## src/rtl/rot3_cmd_decoder_if.sv

```systemverilog
// rtl/rot3_cmd_decoder_if.sv - sample/command bundle for rot3_cmd_decoder (stats ports under ROT3_DEC_STATS_EN)
interface rot3_cmd_decoder_if #(
    parameter int CNT_W = 8
);
    logic [0:2]       q_in;
    logic             q_valid;
    logic             resync;
    logic             cmd_valid;
    logic             cmd_f;
    logic             cmd_r;
    logic             cmd_amb;
    logic             err;
    logic [CNT_W-1:0] net_step;
`ifdef ROT3_DEC_STATS_EN
    logic [CNT_W-1:0] fwd_cnt;
    logic [CNT_W-1:0] rev_cnt;
`endif

    modport master (
        output q_in, q_valid, resync,
        input  cmd_valid, cmd_f, cmd_r, cmd_amb, err, net_step
`ifdef ROT3_DEC_STATS_EN
        , input fwd_cnt, rev_cnt
`endif
    );

    modport slave (
        input  q_in, q_valid, resync,
        output cmd_valid, cmd_f, cmd_r, cmd_amb, err, net_step
`ifdef ROT3_DEC_STATS_EN
        , output fwd_cnt, rev_cnt
`endif
    );
endinterface

```

## src/rtl/rot3_cmd_decoder.sv

```systemverilog
// rtl/rot3_cmd_decoder.sv - recovers F/R commands from successive rotate-register states
// Optional saturating F/R statistics counters enabled by ROT3_DEC_STATS_EN.
module rot3_cmd_decoder #(
    parameter int CNT_W = 8
) (
    input  logic                  clk,
    input  logic                  rst_n,
    rot3_cmd_decoder_if.slave     bus
);
    localparam logic [1:0] ST_EMPTY = 2'd0;
    localparam logic [1:0] ST_TRACK = 2'd1;
    localparam logic [1:0] ST_FAULT = 2'd2;

    logic [1:0]       state;
    logic [0:2]       ref_q;
    logic             cmd_valid_q;
    logic             cmd_f_q;
    logic             cmd_r_q;
    logic             cmd_amb_q;
    logic             err_q;
    logic [CNT_W-1:0] net_q;

    logic [0:2] fwd_nxt;
    logic [0:2] rev_nxt;
    logic       uniform;
    logic       dec_hold;
    logic       dec_f;
    logic       dec_r;
    logic       dec_illegal;

    // A uniform reference maps onto itself under both rotations, so only "no change" is legal.
    always_comb begin
        fwd_nxt     = {ref_q[2], ref_q[0], ref_q[1]};
        rev_nxt     = {ref_q[1], ref_q[2], ref_q[0]};
        uniform     = (ref_q == 3'b000) || (ref_q == 3'b111);
        dec_hold    = (bus.q_in == ref_q);
        dec_f       = !uniform && (bus.q_in == fwd_nxt);
        dec_r       = !uniform && (bus.q_in == rev_nxt);
        dec_illegal = !(dec_hold || dec_f || dec_r);
    end

`ifdef ROT3_DEC_STATS_EN
    logic [CNT_W-1:0] fwd_q;
    logic [CNT_W-1:0] rev_q;

    always_ff @(posedge clk or negedge rst_n) begin
        if (!rst_n) begin
            fwd_q <= '0;
            rev_q <= '0;
        end else if (bus.resync) begin
            fwd_q <= '0;
            rev_q <= '0;
        end else if (bus.q_valid && state == ST_TRACK && !dec_illegal) begin
            if (dec_f && fwd_q != {CNT_W{1'b1}}) begin
                fwd_q <= fwd_q + CNT_W'(1);
            end
            if (dec_r && rev_q != {CNT_W{1'b1}}) begin
                rev_q <= rev_q + CNT_W'(1);
            end
        end
    end

    assign bus.fwd_cnt = fwd_q;
    assign bus.rev_cnt = rev_q;
`endif

    always_ff @(posedge clk or negedge rst_n) begin
        if (!rst_n) begin
            state       <= ST_EMPTY;
            ref_q       <= '0;
            cmd_valid_q <= 1'b0;
            cmd_f_q     <= 1'b0;
            cmd_r_q     <= 1'b0;
            cmd_amb_q   <= 1'b0;
            err_q       <= 1'b0;
            net_q       <= '0;
        end else begin
            cmd_valid_q <= 1'b0;
            cmd_f_q     <= 1'b0;
            cmd_r_q     <= 1'b0;
            cmd_amb_q   <= 1'b0;
            if (bus.resync) begin
                err_q <= 1'b0;
                net_q <= '0;
                if (bus.q_valid) begin
                    ref_q <= bus.q_in;
                    state <= ST_TRACK;
                end else begin
                    state <= ST_EMPTY;
                end
            end else if (bus.q_valid) begin
                case (state)
                    ST_EMPTY: begin
                        ref_q <= bus.q_in;
                        state <= ST_TRACK;
                    end
                    ST_TRACK: begin
                        ref_q <= bus.q_in;
                        if (dec_illegal) begin
                            err_q <= 1'b1;
                            state <= ST_FAULT;
                        end else begin
                            cmd_valid_q <= 1'b1;
                            cmd_f_q     <= dec_f;
                            cmd_r_q     <= dec_r;
                            cmd_amb_q   <= uniform;
                            if (dec_f) begin
                                net_q <= net_q + CNT_W'(1);
                            end else if (dec_r) begin
                                net_q <= net_q - CNT_W'(1);
                            end
                        end
                    end
                    ST_FAULT: begin
                        state <= ST_FAULT;
                    end
                    default: begin
                        state <= ST_EMPTY;
                    end
                endcase
            end
        end
    end

    assign bus.cmd_valid = cmd_valid_q;
    assign bus.cmd_f     = cmd_f_q;
    assign bus.cmd_r     = cmd_r_q;
    assign bus.cmd_amb   = cmd_amb_q;
    assign bus.err       = err_q;
    assign bus.net_step  = net_q;
endmodule

```

## src/flat_wrapper.sv

```systemverilog
// flat-port wrapper written by rule: the top's interface ports become plain ports
module rot3_cmd_decoder_flat 
#(
    parameter int CNT_W = 8
)
  (clk, rst_n, bus_q_in, bus_q_valid, bus_resync, bus_cmd_valid, bus_cmd_f, bus_cmd_r, bus_cmd_amb, bus_err, bus_net_step);
  rot3_cmd_decoder_if #(.CNT_W(CNT_W)) bus_i ();
  input  logic clk;
  input  logic rst_n;
  input wire logic [$bits(bus_i.q_in)-1:0] bus_q_in;
  input wire logic [$bits(bus_i.q_valid)-1:0] bus_q_valid;
  input wire logic [$bits(bus_i.resync)-1:0] bus_resync;
  output wire logic [$bits(bus_i.cmd_valid)-1:0] bus_cmd_valid;
  output wire logic [$bits(bus_i.cmd_f)-1:0] bus_cmd_f;
  output wire logic [$bits(bus_i.cmd_r)-1:0] bus_cmd_r;
  output wire logic [$bits(bus_i.cmd_amb)-1:0] bus_cmd_amb;
  output wire logic [$bits(bus_i.err)-1:0] bus_err;
  output wire logic [$bits(bus_i.net_step)-1:0] bus_net_step;
  assign bus_i.q_in = bus_q_in;
  assign bus_i.q_valid = bus_q_valid;
  assign bus_i.resync = bus_resync;
  assign bus_cmd_valid = bus_i.cmd_valid;
  assign bus_cmd_f = bus_i.cmd_f;
  assign bus_cmd_r = bus_i.cmd_r;
  assign bus_cmd_amb = bus_i.cmd_amb;
  assign bus_err = bus_i.err;
  assign bus_net_step = bus_i.net_step;
  rot3_cmd_decoder #(.CNT_W(CNT_W)) u_core (.clk(clk), .rst_n(rst_n), .bus(bus_i));
endmodule
```

## config.mk

```make
export PLATFORM = sky130hd
export DESIGN_NAME = rot3_cmd_decoder_flat
export DESIGN_NICKNAME = d
export VERILOG_FILES = /design/src/rtl/rot3_cmd_decoder_if.sv /design/src/rtl/rot3_cmd_decoder.sv /design/src/flat_wrapper.sv
export SDC_FILE = /design/constraint.sdc
export NUM_CORES = 1
export LEC_CHECK = 0
export BUFFER_PORTS_ARGS = -buffer_cell sky130_fd_sc_hd__buf_2
export CAP_MARGIN = 20
export CORE_AREA = 10 10 79 64
export CTS_BUF_LIST = sky130_fd_sc_hd__clkbuf_4 sky130_fd_sc_hd__clkbuf_8
export CTS_CLUSTER_DIAMETER = 50
export DETAILED_ROUTE_END_ITERATION = 6
export DIE_AREA = 0 0 89 74
export MAX_ROUTING_LAYER = met4
export PLACE_DENSITY = 0.68
export SLEW_MARGIN = 25
export SYNTH_ARGS = -nofsm -noshare
export SYNTH_HDL_FRONTEND = slang
export SYNTH_SLANG_ARGS = --single-unit
export TNS_END_PERCENT = 50
```

## constraint.sdc

```tcl
create_clock -name clk -period 3.46 [get_ports clk]
set_input_delay 0.519 -clock clk [delete_from_list [all_inputs] [get_ports clk]]
set_output_delay 0.519 -clock clk [all_outputs]
set_load 0.02 [all_outputs]
```

==> impl_metrics.prom, run 1 <==
# TYPE chip_impl_metric gauge
chip_impl_metric{name="die-width",unit="µm"} 89
chip_impl_info{name="path_class",value="reg -> reg"} 1
chip_impl_metric{name="worst-endpoint-required",unit="ps"} 3590
chip_impl_metric{name="dpl_worst_slack",unit="ps"} 588.3
chip_impl_metric{name="fin_skew",unit="ps"} 2.267
chip_impl_metric{name="seq_area_frac_synth",unit="%"} 32.88
chip_impl_metric{name="design.die.area",unit="µm²"} 6586
chip_impl_info{name="crit_slowest_cell",value="sky130_fd_sc_hd__dfrtp_1"} 1
chip_impl_metric{name="synthesis.yosys.warnings",unit=""} 0
chip_impl_metric{name="grt-ovfl-total",unit=""} 0
chip_impl_metric{name="timing.max_slew.rel_slack",unit="%"} 52.79
chip_impl_metric{name="ant_nets",unit=""} 0
chip_impl_metric{name="final_util",unit="%"} 42.46
chip_impl_metric{name="setup_total_negative_slack",unit="ps"} 0
chip_impl_metric{name="row_count",unit=""} 19
chip_impl_metric{name="min_period_over_period",unit="%"} 80.62
chip_impl_metric{name="slowest_delay",unit="ps"} 570
chip_impl_metric{name="cts_max_level",unit=""} 1
chip_impl_info{name="cts_root_buffer",value="sky130_fd_sc_hd__clkbuf_8"} 1
chip_impl_metric{name="final_layout_size_suffix_gt1_share",unit="%"} 25.17
chip_impl_metric{name="synth_enable_flop_cells",unit=""} 0
chip_impl_metric{name="cts-buffers-inserted",unit=""} 3
chip_impl_info{name="hp-class",value="in -> async"} 1
chip_impl_metric{name="ir_worst_vdd",unit="mV"} 0.1730
chip_impl_metric{name="finalHoldWorstSlack",unit="ps"} 181.6
chip_impl_metric{name="setup-violations-final",unit=""} 0
chip_impl_metric{name="finalWorstPathRequiredPeriod",unit="ps"} 2790
chip_impl_metric{name="maxCapViolations",unit=""} 0
chip_impl_info{name="cp_top_family",value="compound AO/OA/AOI/OAI gates"} 1
chip_impl_metric{name="clock-sinks",unit=""} 18
chip_impl_metric{name="synthesis.area_per_instance",unit="µm²"} 10.00
chip_impl_metric{name="cts_hold_repair.buffers",unit=""} 0
chip_impl_metric{name="insertion_delay",unit="ps"} 250
chip_impl_info{name="cp-start-kind",value="flop"} 1
chip_impl_metric{name="routed_wire_length_per_instance",unit="µm"} 14.04
chip_impl_metric{name="tightest_slew",unit="ps"} 705.9
chip_impl_metric{name="finalWorstSetupSlack",unit="ps"} 670.4
chip_impl_metric{name="antenna_cells",unit=""} 0
chip_impl_metric{name="die_height",unit="µm"} 74
chip_impl_metric{name="drc",unit=""} 0
chip_impl_metric{name="dpl.hpwl",unit="mm"} 2.076
chip_impl_metric{name="mappedNetlistArea",unit="µm²"} 1370
chip_impl_metric{name="final_net_count",unit=""} 168
chip_impl_metric{name="detailroute.via_count",unit=""} 1025
chip_impl_metric{name="cts_post_setup_buffers_inserted",unit=""} 0
chip_impl_metric{name="top_level_ports",unit=""} 20
chip_impl_info{name="cp_cell_sequence",value="and4bb_4, o21bai_2, o311a_4, inv_1, fa_1, nor2b_1, o31a_1, o21ai_0, and3_1, o21ai_1, a21oi_1"} 1
chip_impl_metric{name="clk_path_buf_depth",unit=""} 2
chip_impl_metric{name="count_of_unique_library_cells_instantiated_by_yosys",unit=""} 50
chip_impl_metric{name="p_leak",unit="nW"} 0.6630
chip_impl_metric{name="fillCellCount",unit=""} 350
chip_impl_metric{name="synth_cells",unit=""} 137
chip_impl_info{name="cts_tree",value="built"} 1
chip_impl_metric{name="grt_antenna_before_repair",unit=""} 0
chip_impl_metric{name="track_usage",unit="%"} 9.233
chip_impl_metric{name="std_cell_core_area",unit="µm²"} 3542
chip_impl_metric{name="clock_pin_slew_reported_for_the_worst_setup_and_hold_paths_after_clock_tree_synthesis",unit="ps"} 70
chip_impl_metric{name="first_iter_violations",unit=""} 73
chip_impl_metric{name="portBuffers",unit=""} 19
chip_impl_metric{name="grt_pass1_wl",unit="mm"} 4.795
chip_impl_metric{name="first_global_vias",unit=""} 1034
chip_impl_metric{name="floorplan.initialDensity",unit="%"} 38.68
chip_impl_info{name="most_used_flip_flop_cell_after_synthesis",value="sky130_fd_sc_hd__dfrtp_1"} 1
chip_impl_metric{name="timing.final.max_slew_violations",unit=""} 0
chip_impl_info{name="rsz0062_at_grt",value="false"} 1
chip_impl_metric{name="drt_wl_total",unit="mm"} 2.710
chip_impl_metric{name="cp.buffers_inverters",unit=""} 1
chip_impl_metric{name="path_max_fanout",unit=""} 12
chip_impl_metric{name="cts_repair_resize_count",unit=""} 0
chip_impl_metric{name="fmax",unit="GHz"} 0.3585
chip_impl_metric{name="largest_net_degree_at_the_start_of_global_routing",unit=""} 19
chip_impl_metric{name="detailedRoute.firstPassIterationCount",unit=""} 4
chip_impl_info{name="critical_path.endpoint_type",value="flop"} 1
chip_impl_metric{name="gp_congestion",unit=""} 0.8074
chip_impl_metric{name="via_per_inst",unit=""} 5.311
chip_impl_metric{name="timing_hold_violations_final",unit=""} 0
chip_impl_metric{name="asyncSetResetFlopFracSynth",unit="%"} 100.0
chip_impl_metric{name="synthToLayoutAreaGrowth",unit="%"} 9.772
chip_impl_metric{name="power-per-cell-area",unit="nW/µm²"} 517.8
chip_impl_metric{name="synth.ff_latch_count",unit=""} 18
chip_impl_metric{name="timing.critical_path.arrival",unit="ps"} 2920
chip_impl_metric{name="synth.net_count",unit=""} 153
chip_impl_info{name="run_status",value="finished clean"} 1
-- routing by layer --
metal | vias to the layer above | wire [µm] | share of wire (%) | GRT usage [%]
met5 | - | 0 | 0 | -
met2 | 23 | 1291 | 48 | 15.24
met1 | 475 | 1222 | 45 | 10.64
li1 | 521 | - | - | -
met3 | 6 | 159 | 5.9 | 2.511
met4 | 0 | 36 | 1.3 | 3.169
-- cells in the final DEF (no fill, tap or decap), types with 4 or more instances in the layout --
cell | netlist | layout
sky130_fd_sc_hd__nor2_1 | 15 | 15
sky130_fd_sc_hd__clkbuf_8 | 0 | 4
sky130_fd_sc_hd__mux2i_1 | 5 | 5
sky130_fd_sc_hd__a21oi_1 | 8 | 8
sky130_fd_sc_hd__ha_1 | 8 | 8
sky130_fd_sc_hd__buf_2 | 1 | 19
sky130_fd_sc_hd__inv_1 | 6 | 6
sky130_fd_sc_hd__o21ai_1 | 5 | 5
sky130_fd_sc_hd__nand2_1 | 4 | 4
sky130_fd_sc_hd__xnor2_1 | 7 | 7
sky130_fd_sc_hd__dfrtp_1 | 18 | 18
-- flip-flops by register name, indices dropped and copies added, names as in the netlist --
name	flops
u_core.bus.cmd_amb	1
u_core.bus.cmd_f	1
u_core.bus.cmd_r	1
u_core.bus.cmd_valid	1
u_core.bus.err	1
u_core.bus.net_step	8
u_core.ref_q	3
u_core.state	2
-- Yosys cell counts, drive strengths merged (2+ instances only) --
library cell,n,share of area (%)
nand3,4,1.8
nand4b,2,1.3
mux2,3,2.5
a21boi,2,1.4
a31oi,2,1.4
clkbuf,3,1.1
dfrtp,18,33
xnor2,7,4.5
a211oi,3,2.4
nor3,4,1.8
nor4bb,2,1.5
inv,6,1.6
nand2b,3,1.4
and4bb,4,4.2
nor2,15,4.1
xor2,3,1.9
mux2i,5,3.7
o21ai,7,2.6
ha,8,7.3
a21oi,8,2.9
nand2,4,1.1
buf,6,3.9
-- through the flow --
stage          instance area, µm²  std cells  power, mW
3_5_place_dp                 1449        189     0.6126
4_1_cts                      1504        193     0.7877
6_report                     1504        193     0.7788
2_1_floorplan                1370        137     0.5521
3_3_place_gp                 1449        189     0.5961
5_1_grt                      1504        193     0.8480
-- cell families (layout without fill, tap and decap cells) --
| family | after synthesis | after routing | synth area share (%) |
|---|---|---|---|
| flip-flops | 18 | 18 | 32.88 |
| AND/OR/NAND/NOR | 46 | 46 | 21.74 |
| XOR/XNOR | 10 | 10 | 6.393 |
| multiplexers | 8 | 8 | 6.119 |
| AO/OA/AOI/OAI | 31 | 31 | 17.44 |
| buffers and inverters | 15 | 29 | 6.666 |
| adder cells (fa/ha/maj) | 9 | 9 | 8.767 |
-- area by class of cell --
cell class,count,area [µm²],share of cell area (%)
Multi-Input combinational cell,104,828.3,55.07
Timing Repair Buffer,19,95.09,6.323
Tap cell,42,52.55,3.494
Sequential cell,18,450.4,29.95
Inverter,6,22.52,1.498
Clock buffer,4,55.05,3.661
-- final timing paths --
check                                start                     end  slack, ps  depth (start not counted)
setup / recovery           u_core.ref_q[1]  u_core.bus.net_step[6]        670                         11
hold / removal                       rst_n  u_core.bus.net_step[7]        180                          1
setup reg to reg           u_core.ref_q[1]  u_core.bus.net_step[6]        670                         11
hold reg to reg             u_core.bus.err          u_core.bus.err        520                          2
max in group asynchronous            rst_n        u_core.bus.cmd_r       3000                          1
min in group clk            u_core.bus.err          u_core.bus.err        520                          2
-- where the power goes --
part / internal [mW] / switching, mW / total [mW]
Clock: 0.101 / 0.0711 / 0.172
Combinational: 0.151 / 0.177 / 0.327
Sequential: 0.238 / 0.0414 / 0.279
Note: power is estimated with default switching activity, not from simulation.
==> run 2: changes to the inputs <==
==> constraint.sdc (replaced) <==
create_clock -name clk -period 2.8 [get_ports clk]
set_input_delay 0.42 -clock clk [delete_from_list [all_inputs] [get_ports clk]]
set_output_delay 0.42 -clock clk [all_outputs]
set_load 0.02 [all_outputs]
==> impl_metrics.prom, run 2 (synthesis results as in run 1) <==
# TYPE chip_impl_metric gauge
chip_impl_metric{name="worst-endpoint-required",unit="ps"} 2930
chip_impl_info{name="worstReg2RegStart",value="u_core.ref_q[0]"} 1
chip_impl_metric{name="timing.critical_path.arrival",unit="ps"} 2730
chip_impl_metric{name="clock-sinks",unit=""} 18
chip_impl_metric{name="grt_pass1_wl",unit="mm"} 4.781
chip_impl_metric{name="setup_total_negative_slack",unit="ps"} 0
chip_impl_metric{name="largest_register_ffs",unit=""} 8
chip_impl_metric{name="design.die.area",unit="µm²"} 6586
chip_impl_metric{name="drc",unit=""} 0
chip_impl_metric{name="finalWorstPathRequiredPeriod",unit="ps"} 2605
chip_impl_metric{name="dpl.hpwl",unit="mm"} 2.227
chip_impl_metric{name="first_iter_violations",unit=""} 74
chip_impl_metric{name="routed_wire_length_per_instance",unit="µm"} 14.23
chip_impl_metric{name="floorplan.initialDensity",unit="%"} 38.68
chip_impl_metric{name="setup-violations-final",unit=""} 0
chip_impl_metric{name="path_max_fanout",unit=""} 11
chip_impl_info{name="critical_path.startpoint",value="u_core.ref_q[0]"} 1
chip_impl_metric{name="detailedRoute.firstPassIterationCount",unit=""} 4
chip_impl_metric{name="drt_wl_total",unit="mm"} 2.861
chip_impl_metric{name="largest_net_degree_at_the_start_of_global_routing",unit=""} 19
chip_impl_metric{name="row_count",unit=""} 19
chip_impl_info{name="final_cell_mix",value="sky130_fd_sc_hd__buf_2 (19), sky130_fd_sc_hd__dfrtp_1 (16), sky130_fd_sc_hd__nor2_1 (15)"} 1
chip_impl_metric{name="power-per-cell-area",unit="nW/µm²"} 633.9
chip_impl_metric{name="track_usage",unit="%"} 9.316
chip_impl_metric{name="ir_worst_vdd",unit="mV"} 0.2216
chip_impl_metric{name="timing_hold_violations_final",unit=""} 0
chip_impl_metric{name="timing.final.max_slew_violations",unit=""} 0
chip_impl_metric{name="maxCapViolations",unit=""} 0
chip_impl_metric{name="cts-buffers-inserted",unit=""} 3
chip_impl_metric{name="fin_skew",unit="ps"} 1.784
chip_impl_metric{name="gp_congestion",unit=""} 0.8312
chip_impl_metric{name="cts_max_level",unit=""} 1
chip_impl_metric{name="min_period_over_period",unit="%"} 93.02
chip_impl_metric{name="top_level_ports",unit=""} 20
chip_impl_metric{name="die-width",unit="µm"} 89
chip_impl_metric{name="p_leak",unit="nW"} 0.6995
chip_impl_metric{name="grt_antenna_before_repair",unit=""} 0
chip_impl_info{name="most_common_cell_after_layout_fill_and_taps_aside",value="sky130_fd_sc_hd__buf_2"} 1
chip_impl_metric{name="portBuffers",unit=""} 19
chip_impl_info{name="cts_root_buffer",value="sky130_fd_sc_hd__clkbuf_8"} 1
chip_impl_metric{name="final_design_area_no_fill",unit="µm²"} 1567
chip_impl_metric{name="std_cell_core_area",unit="µm²"} 3542
chip_impl_info{name="critical_path.endpoint_type",value="flop"} 1
chip_impl_metric{name="die_height",unit="µm"} 74
chip_impl_metric{name="dpl_cell_area",unit="µm²"} 1486
chip_impl_metric{name="first_global_vias",unit=""} 1001
chip_impl_metric{name="final_net_count",unit=""} 176
chip_impl_metric{name="rrSetupSlack",unit="ps"} 200
chip_impl_metric{name="worst_r2r_path_depth",unit=""} 11
chip_impl_metric{name="grt-ovfl-total",unit=""} 0
chip_impl_info{name="hp-class",value="in -> async"} 1
chip_impl_metric{name="clock_pin_slew_reported_for_the_worst_setup_and_hold_paths_after_clock_tree_synthesis",unit="ps"} 70
chip_impl_metric{name="via_per_inst",unit=""} 5.328
chip_impl_metric{name="insertion_delay",unit="ps"} 250
chip_impl_metric{name="antenna_cells",unit=""} 0
chip_impl_info{name="run_status",value="finished clean"} 1
chip_impl_info{name="rsz0062_at_grt",value="false"} 1
chip_impl_metric{name="tightest_slew",unit="ps"} 626.8
chip_impl_metric{name="timing.max_slew.rel_slack",unit="%"} 58.08
chip_impl_metric{name="clk_path_buf_depth",unit=""} 2
chip_impl_info{name="cp-start-kind",value="flop"} 1
chip_impl_metric{name="ant_nets",unit=""} 0
chip_impl_metric{name="synthToLayoutAreaGrowth",unit="%"} 14.34
chip_impl_metric{name="fmax",unit="GHz"} 0.3839
chip_impl_metric{name="detailroute.via_count",unit=""} 1071
chip_impl_info{name="cts_tree",value="built"} 1
chip_impl_metric{name="final_layout_size_suffix_gt1_share",unit="%"} 30.19
chip_impl_info{name="timing.rr.end",value="u_core.bus.net_step[6]"} 1
chip_impl_info{name="setup.worst_path.end",value="u_core.bus.net_step[6]"} 1
chip_impl_info{name="path_class",value="reg -> reg"} 1
chip_impl_metric{name="finalHoldWorstSlack",unit="ps"} 81.26
chip_impl_metric{name="cts_hold_repair.buffers",unit=""} 0
==> run 2: cell types whose count changed in the layout (fill, tap and decap cells not counted), sizes merged <==
cell  before  now
buf       19   27
==> run 2: critical path: stages, from the launching register on <==
cell	delay (ps)
sky130_fd_sc_hd__dfrtp_2	480
sky130_fd_sc_hd__and4bb_4	240
sky130_fd_sc_hd__o21bai_2	180
sky130_fd_sc_hd__o311a_4	280
sky130_fd_sc_hd__inv_1	70
sky130_fd_sc_hd__fa_1	400
sky130_fd_sc_hd__nor2b_1	170
sky130_fd_sc_hd__o31a_1	160
sky130_fd_sc_hd__o21ai_0	100
sky130_fd_sc_hd__and3_1	200
sky130_fd_sc_hd__o21ai_1	120
sky130_fd_sc_hd__a21oi_1	80
==> run 2: through the flow <==
| stage | util [%] | worst slack (ps) | instances | power, mW |
|---|---|---|---|---|
| after floorplan | - | 343.2 | 137 | 0.6822 |
| after global placement | 41.96 | 101.4 | 194 | 0.7544 |
| after detailed placement | 41.96 | 42.10 | 194 | 0.7704 |
| after CTS | 43.52 | 96.04 | 198 | 0.9880 |
| after global routing | 44.22 | 2.868 | 201 | 1.073 |
| final | 44.22 | 195.4 | 201 | 0.9930 |
==> run 2: power breakdown <==
part           internal [mW]  switching [mW]
sequential             0.296          0.0386
clock                  0.125          0.0873
combinational          0.208           0.239
==> run 2: repair_timing <==
action	in CTS	in global routing
endpoints found under the setup margin	0	2
setup buffers	0	3
resized for setup	0	2
==> run 2: layout make-up <==
cell class	count	area (µm²)
inverters	6	22.52
well taps	42	52.55
multi-input cells	104	828.3
repair buffers	27	155.1
clock buffers	4	55.05
flip-flops and latches	18	452.9
fillers	345	1976
==> run 2: worst min path at each step <==
stage / startpoint / to / slack [ps] / depth (start not counted)
final: rst_n / u_core.bus.net_step[5] / 80 / 1
after floorplan: rst_n / u_core.bus.cmd_amb / 120 / 0
after detailed placement: rst_n / u_core.bus.net_step[3] / 370 / 1
after global routing: rst_n / u_core.bus.net_step[3] / 100 / 1
after global placement: rst_n / u_core.bus.net_step[3] / 360 / 1
after CTS: rst_n / u_core.bus.net_step[3] / 90 / 1
==> run 2: metal layers <==
layer	GRT usage [%]	vias to the layer above	wire (µm)
li1	-	534	-
met4	4.225	0	47
met1	10.80	512	1289
met5	-	-	0
met2	14.99	21	1402
met3	2.293	4	121
